## src/rtl/pc_sequencer.sv

```systemverilog
// pc_sequencer: next-PC controller for the fetch stage (sequential, branch, jump, optional exception redirect)
// Ports: CLK/RST clock and sync active-high reset; pc/npc current PC and PC+4;
//        ihit/stall/halt fetch and pipeline control; br_taken/br_target, jmp/jmp_target redirects;
//        PCen/cpc PC register load enable and value; flush wrong-path kill; halted core frozen.
// Optional feature macro PC_EXCEPTION_EN adds exc input, epc output and the EXC_VECTOR redirect.
module pc_sequencer #(
    parameter int                WORD_W     = 32,
    parameter logic [WORD_W-1:0] EXC_VECTOR = 'h0000_0080
) (
    input  logic              CLK,
    input  logic              RST,
    input  logic [WORD_W-1:0] pc,
    input  logic [WORD_W-1:0] npc,
    input  logic              ihit,
    input  logic              stall,
    input  logic              halt,
    input  logic              br_taken,
    input  logic [WORD_W-1:0] br_target,
    input  logic              jmp,
    input  logic [WORD_W-1:0] jmp_target,
    output logic              PCen,
    output logic [WORD_W-1:0] cpc,
    output logic              flush,
    output logic              halted
`ifdef PC_EXCEPTION_EN
    ,
    input  logic              exc,
    output logic [WORD_W-1:0] epc
`endif
);
    typedef enum logic [1:0] {RUN, PEND, HALT} state_t;
    state_t            state, state_nx;
    logic [WORD_W-1:0] pend_tgt, pend_nx, redir, cpc_raw;
    logic              advance, redir_v, exc_v;
`ifdef PC_EXCEPTION_EN
    assign exc_v   = exc;
    assign redir_v = exc | br_taken | jmp;
    assign redir   = exc ? EXC_VECTOR : br_taken ? br_target : jmp_target;
`else
    assign exc_v   = 1'b0;
    assign redir_v = br_taken | jmp;
    assign redir   = br_taken ? br_target : jmp_target;
`endif
    assign advance = ihit & ~stall & ~RST & (state != HALT);
    assign halted  = state == HALT;
    assign cpc     = cpc_raw & ~WORD_W'(3);
    always_comb begin
        state_nx = state;
        pend_nx  = pend_tgt;
        PCen     = 1'b0;
        flush    = 1'b0;
        cpc_raw  = pc;
        if (!RST && state != HALT) begin
            if (halt) begin
                state_nx = HALT;
            end else if (state == RUN) begin
                if (redir_v && advance) begin
                    PCen    = 1'b1;
                    flush   = 1'b1;
                    cpc_raw = redir;
                end else if (redir_v) begin
                    pend_nx  = redir;
                    state_nx = PEND;
                end else begin
                    PCen    = advance;
                    cpc_raw = advance ? npc : pc;
                end
            end else begin
                // Only an exception may replace a latched target; it also wins this cycle's load.
                pend_nx = exc_v ? EXC_VECTOR : pend_tgt;
                if (advance) begin
                    PCen     = 1'b1;
                    flush    = 1'b1;
                    cpc_raw  = pend_nx;
                    state_nx = RUN;
                end
            end
        end
    end
    always_ff @(posedge CLK) begin
        if (RST) begin
            state    <= RUN;
            pend_tgt <= '0;
        end else begin
            state    <= state_nx;
            pend_tgt <= pend_nx;
        end
    end
`ifdef PC_EXCEPTION_EN
    always_ff @(posedge CLK) begin
        if (RST)
            epc <= '0;
        else if (exc && !halt && state != HALT)
            epc <= pc;
    end
`endif
endmodule

```

## config.mk

```make
export PLATFORM = sky130hd
export DESIGN_NAME = pc_sequencer
export DESIGN_NICKNAME = d
export VERILOG_FILES = /design/src/rtl/pc_sequencer.sv
export SDC_FILE = /design/constraint.sdc
export NUM_CORES = 1
export LEC_CHECK = 0
export CORE_MARGIN = 2
export CORE_UTILIZATION = 37
export CTS_BUF_LIST = sky130_fd_sc_hd__clkbuf_2 sky130_fd_sc_hd__clkbuf_4 sky130_fd_sc_hd__clkbuf_8
export DETAILED_ROUTE_END_ITERATION = 12
export PLACE_DENSITY = 0.8
export SYNTH_ARGS = -nofsm -noshare
export SYNTH_HDL_FRONTEND = slang
export SYNTH_SLANG_ARGS = --single-unit
```

## constraint.sdc

```tcl
create_clock -name CLK -period 2.22 [get_ports CLK]
set_input_delay 0.444 -clock CLK [delete_from_list [all_inputs] [get_ports CLK]]
set_output_delay 0.444 -clock CLK [all_outputs]
set_load 0.005 [all_outputs]
```

==> metrics.cfg, run 1 <==
[status]
status=complete, but fails checks
violations=setup timing

[detailed_routing]
vias=3942
via_per_inst=5.90
first_pass_iters=5
ant_nets=0
routed_wirelength_um=12400
drc=0
wl_per_cell_um=18.5
drt_iter0_drc=194

[clock_tree]
cts_buffer_depth=2
cts.clk_slew.worst_paths_ns=0.07
cts-root-buf=clkbuf_8
insertion_delay_ns=0.28
cts.hold.buffers_added=0
cts_htree_levels=2
tritoncts=done
cts_buffers=5
cts_sinks=32

[logic_synthesis]
yosysWarningCount=0
ys_ff_latch=32
synth_cells=404
netlist-cell-type-count=33
ys_seq_area_share_pct=20.7
synthesis.area_um2=3100
synth.avg_cell_area_um2=7.66

[sta]
fin_skew_ns=0.00879
setup_viol=32
clock.fmax_mhz=417
worst_slack_ns=-0.176
hold_viol=0
slew_violations=0
rsz0062_at_grt=true
min_period_ns=2.40
fin_hold_ws_ns=0.539
setup_tns_ns=-3.98
fin_crit_sh_pct=108

[worst_setup_path]
cp.arrival_ns=1.95
critPathMaxStageDelay_ns=0.53
slowest_stage=or4b_4
end_kind=output port
cpMostUsedCell=buf_12
required_ns=1.78
crit_path_start_kind=primary input
crit_buf_inv=4
crit_family=simple AND/OR/NAND/NOR gates
path_class=in -> out
crit_chain=buf_6 > or4b_4 > or2_4 > buf_12 > buf_12 > o31ai_4 > buf_2
critPathMaxFanout=5

[floorplan]
ios=170
start_util_pct=37.9
dieArea_um2=9110
rows=33
fp.dieW_um=95.5
core_um2=8180
fp.dieH_um=95.5

[global_route]
grt.total_usage_pct=26.8
antenna_found_initial=0
grt_pass1_wl_um=19500
grt.overflow.total=0
grt_max_degree=33
first_global_vias=3985

[cells_and_area]
final_cell_mix=121 x clkdlybuf4s50_1, 44 x o21ai_0, 35 x buf_4
syn2layout_area_growth_pct=72.1
stdcell_count=668
layout-drive-gt1-share_pct=25.0
fill_cells=673
seq_area_um2=641
final_net_count=697
multiInputGateArea_um2=2520
antenna_cells=0
final_common_cell=clkdlybuf4s50_1
final_util_pct=65.2

[min_path]
hp-class=in -> reg

[pwr]
power_per_cell_area_nw_per_um2=386
p_leak_nw=1.89
peakVddDrop_mv=0.291

[place]
hpwlAfterDp_um=8420
pre_cts_slack_ns=-0.946
place_congestion=0.800
port_buffers=159
numPlacedInstances=655

[flow_run]
maxCapViolations=0

==> final cells by class <==
cell class / count / area share (%)
inverters: 2 / 0.235
clock inverters: 2 / 0.658
repair buffers: 206 / 35.9
well taps: 105 / 2.47
flip-flops and latches: 32 / 12.0
multi-input cells: 315 / 47.3
clock buffers: 6 / 1.43
==> path summary, 6_finish.rpt <==
check | start | to | slack [ns] | cells past startpoint
worst max-delay path | RST | cpc[9] | -0.18 | 7
worst min-delay path | halt | state[1] | 0.54 | 4
worst max register to register | state[0] | pend_tgt[15] | 0.46 | 6
worst min register to register | pend_tgt[5] | pend_tgt[5] | 0.57 | 2
==> state kept, by name (all words and copies together), names as in the netlist <==
| name | flops |
|---|---|
| pend_tgt | 30 |
| state | 2 |
==> worst min-delay path, cell delays in order <==
cell and delay (ns):
buf_2 0.09, buf_4 0.11, a21oi_1 0.04, nor2_1 0.09
==> synthesized netlist by cell type <==
master / number / area (um2)
clkbuf_2: 1 / 5.00
nor2_1: 32 / 120
buf_4: 2 / 15.0
nor2b_1: 29 / 181
buf_2: 4 / 20.0
mux2i_1: 30 / 300
a21oi_1: 2 / 10.0
or3b_2: 1 / 8.76
or2_1: 1 / 6.26
and4_1: 1 / 8.76
buf_6: 2 / 22.5
nand3b_1: 1 / 7.51
o21ai_0: 56 / 280
a2bb2oi_1: 2 / 17.5
or4b_4: 1 / 13.8
o2111ai_1: 1 / 8.76
o211ai_1: 1 / 7.51
o31ai_2: 1 / 12.5
nand2b_1: 3 / 18.8
nor3b_1: 28 / 210
or2_2: 2 / 12.5
dfxtp_1: 32 / 641
mux2_2: 1 / 11.3
and2_1: 1 / 6.26
clkbuf_1: 47 / 176
inv_1: 2 / 7.51
a211oi_1: 32 / 240
or4_1: 1 / 7.51
nand2_1: 1 / 3.75
a41oi_1: 30 / 263
conb_1: 1 / 3.75
o31a_1: 28 / 245
o31ai_1: 27 / 203
==> metrics by stage <==
stage | total power, W | instance area [um2]
floorplan | 0.00101 | 3140
global placement | 0.00144 | 4990
detailed placement | 0.00146 | 4990
CTS | 0.00203 | 5210
global route | 0.00217 | 5330
finish | 0.00206 | 5330
==> cell families (layout without fill, tap and decap cells) <==
kind of cell	Yosys count	in the layout	share of synthesized area [%]
AOI/OAI and AO/OA	180	180	41.6
buffers and inverters	58	216	7.96
DFF	32	32	20.7
muxes	31	31	10.1
other	1	2	0.121
and+or+nand+nor	102	102	19.6
==> power breakdown <==
group          total [W]  internal, W  switching, W
clock           0.000556     0.000345      0.000211
sequential      0.000620     0.000605     0.0000153
combinational   0.000879     0.000477      0.000402
==> layer usage <==
layer	vias up	GRT usage (%)	share of wire, %
li1	1883	-	-
met1	1874	31.2	40
met2	169	48.6	51
met3	16	5.22	6.8
met4	0	9.40	1.8
met5	-	0	0
==> timing repair <==
item                       in CTS  in global routing
setup buffers                   4                  0
cloned                          1                  0
resized for setup             193                 32
pin swaps                      16                  3
setup endpoints to repair      33                 33
Power figures use the tool's default switching activity.
==> run 2, diff against run 1 <==
ABC_AREA = 1   (was default)
CORE_MARGIN = 3   (was 2)
CORE_UTILIZATION = 35   (was 37)
PLACE_DENSITY = 0.79   (was 0.8)
==> metrics.cfg, run 2 <==
[status]
status=completed

[flow_run]
maxCapViolations=0  ; unchanged

[detailed_routing]
met1_length_um=4580  ; -7.3%
vias=4223  ; +7.1%
top_layer_used=met4
wl_met2_um=6600  ; +3.5%
drt_iter0_drc=194  ; unchanged
routed_wirelength_um=12400  ; about the same
wl_per_cell_um=14.6  ; -21%
met3_wirelength_um=992  ; +17%
drc=0  ; unchanged
via_per_inst=4.97  ; -16%
first_pass_iters=4  ; -1
ant_nets=0  ; unchanged

[cells_and_area]
antenna_cells=0  ; unchanged
reg_top3=pend_tgt x30, state x2
largest-register=pend_tgt
layout-drive-gt1-share_pct=20.3  ; -4.7 points
final_common_cell=nand2_1
final_net_count=881  ; +26%
final_cell_mix=157 x nand2_1, 121 x clkdlybuf4s50_1, 115 x nor2_1
design_area_um2=5480  ; +2.9%
syn2layout_area_growth_pct=95.2
largest_register_ffs=30  ; unchanged

[logic_synthesis]
synth-simple-area-share_pct=47.9  ; +28 points
synth_edf_count=0  ; unchanged
yosysTopAreaCell=dfxtp_1
synthFlopType=dfxtp_1
synth_compound_area_share_pct=16.2  ; -25 points
synth_area_leaders=dfxtp_1 23%, nand2_1 21%, nor2_1 17%, o21ai_0 11%, nand4_1 6.7%
yosysWarningCount=0  ; unchanged
synth_most_common_cell=nand2_1
synthesis.area_um2=2810  ; -9.3%
ys_ff_latch=32  ; unchanged
synth_cells=532  ; +32%
ys_top_cells_by_count=159 x nand2_1, 126 x nor2_1, 59 x o21ai_0
synth_xor_area_share_pct=0  ; unchanged
synth.mux.area_fraction_pct=0  ; -10 points
synth_top_family_by_area=simple AND/OR/NAND/NOR gates
synthArstFlopShare_pct=0  ; unchanged
synth_adder_area_share_pct=0  ; unchanged
synth_top_area_share_pct=22.8  ; +2.1 points
synth.avg_cell_area_um2=5.28  ; -31%
ys_seq_area_share_pct=22.8  ; +2.1 points
netlist-cell-type-count=21  ; -36%

[worst_setup_path]
critPathMaxFanout=7  ; +2
required_ns=1.78  ; about the same
cp.arrival_ns=1.77  ; -0.18 ns
end_kind=output port
path_class=in -> out
r2r_setup_slack_ns=0.28  ; -0.18 ns
crit_path_start_kind=primary input

[floorplan]
ios=170  ; unchanged
fp.dieH_um=95.6  ; +0.13%
dieArea_um2=9140  ; +0.25%
rows=32  ; -3.0%
fp.dieW_um=95.6  ; +0.13%
start_util_pct=36.2  ; -1.7 points
core_um2=7770  ; -5.0%

[place]
place_congestion=0.807  ; +0.95%
hpwlAfterDp_um=7930  ; -5.8%
placed_area_um2=4930  ; -1.2%
pre_cts_slack_ns=-0.508  ; +0.438 ns
port_buffers=159  ; unchanged

[sta]
rsz0062_at_grt=true
hold_viol=0  ; unchanged
fin_crit_sh_pct=99.6  ; -8.3 points
clock.fmax_mhz=452  ; +8.4%
setup_viol=0  ; -100%
fin_skew_ns=0.00485  ; -0.00395 ns
min_period_ns=2.21  ; -0.185 ns
slew_violations=0  ; unchanged
worst_slack_ns=0.00889  ; +0.185 ns

[clock_tree]
cts.clk_slew.worst_paths_ns=0.06  ; about the same
cts_buffer_depth=2  ; unchanged
tritoncts=done
insertion_delay_ns=0.28  ; about the same
cts.hold.buffers_added=0  ; unchanged
cts_buffers=5  ; unchanged
cts-root-buf=clkbuf_8
cts_htree_levels=2  ; unchanged
cts_sinks=32  ; unchanged

[pwr]
power.total_w=0.00231  ; +12%
p_leak_nw=2.54  ; +34%
power_per_cell_area_nw_per_um2=420  ; +9.0%
peakVddDrop_mv=0.248  ; -15%

[min_path]
hp-class=reg -> reg

[global_route]
grt_pass1_wl_um=18900  ; -3.1%
grt.overflow.total=0  ; unchanged
grt.total_usage_pct=26.6  ; -0.20 points
first_global_vias=4133  ; +3.7%
grt_max_degree=35  ; +6.1%
antenna_found_initial=0  ; unchanged

run 2: logic make-up after synthesis:
| group | count (synthesis) |
|---|---|
| other cells | 1 |
| simple gates | 327 |
| compound gates | 91 |
| buf+inv | 81 |
| flops | 32 |
run 2: layout make-up:
class / instances / area (um2)
timing repair buffer: 248 / 2550
clock buffer: 7 / 96.3
sequential: 32 / 646
tap: 102 / 128
fill: 647 / 2280
multi-input combinational: 420 / 1880
inverter: 39 / 154
clock inverter: 1 / 30.0
run 2: critical path, cell delays in order:
cell           delay [ns]
dlygate4sd2_1        0.26
inv_2                0.09
nand3_4              0.09
buf_12               0.14
nor2_4               0.13
inv_6                0.09
buf_16               0.15
buf_4                0.13
nand2_1              0.06
o21ai_1              0.05
buf_2                0.13
run 2: power by group:
group | switching (W) | total (W) | internal [W] | leakage, nW
logic | 0.000458 | 0.00106 | 0.000601 | 2.22
clock network | 0.000214 | 0.000610 | 0.000396 | 0.0645
registers | 0.0000226 | 0.000636 | 0.000614 | 0.262
run 2: worst paths after layout:
path,start,cells past startpoint,end
hold reg to reg,pend_tgt[13],2,pend_tgt[13]
hold / removal,pend_tgt[13],2,pend_tgt[13]
setup / recovery,RST,11,cpc[19]
setup reg to reg,state[0],13,pend_tgt[31]
run 2: through the flow:
stage	hold slack (ns)	TNS (ns)	instances	util [%]
6_report	0.480	0	849	70.6
4_1_cts	0.481	0	847	70.7
3_5_place_dp	0.466	-14.34	812	63.5
5_1_grt	0.501	-0.700	849	70.6
3_3_place_gp	0.458	-13.34	812	63.5
2_1_floorplan	0.449	0	533	-
run 2: routing by layer:
| metal | vias to the layer above | global-route usage (%) |
|---|---|---|
| li1 | 2110 | - |
| met1 | 1913 | 28.0 |
| met2 | 177 | 51.8 |
| met3 | 23 | 5.52 |
| met4 | 0 | 8.41 |
| met5 | - | 0 |
run 2: timing repair:
item	4_1_cts	5_1_grt
hold endpoints to repair	0	0
gates cloned	11	0
gates resized for setup	118	33
endpoints found under the setup margin	32	29
pin swaps	7	10
setup buffers	16	3
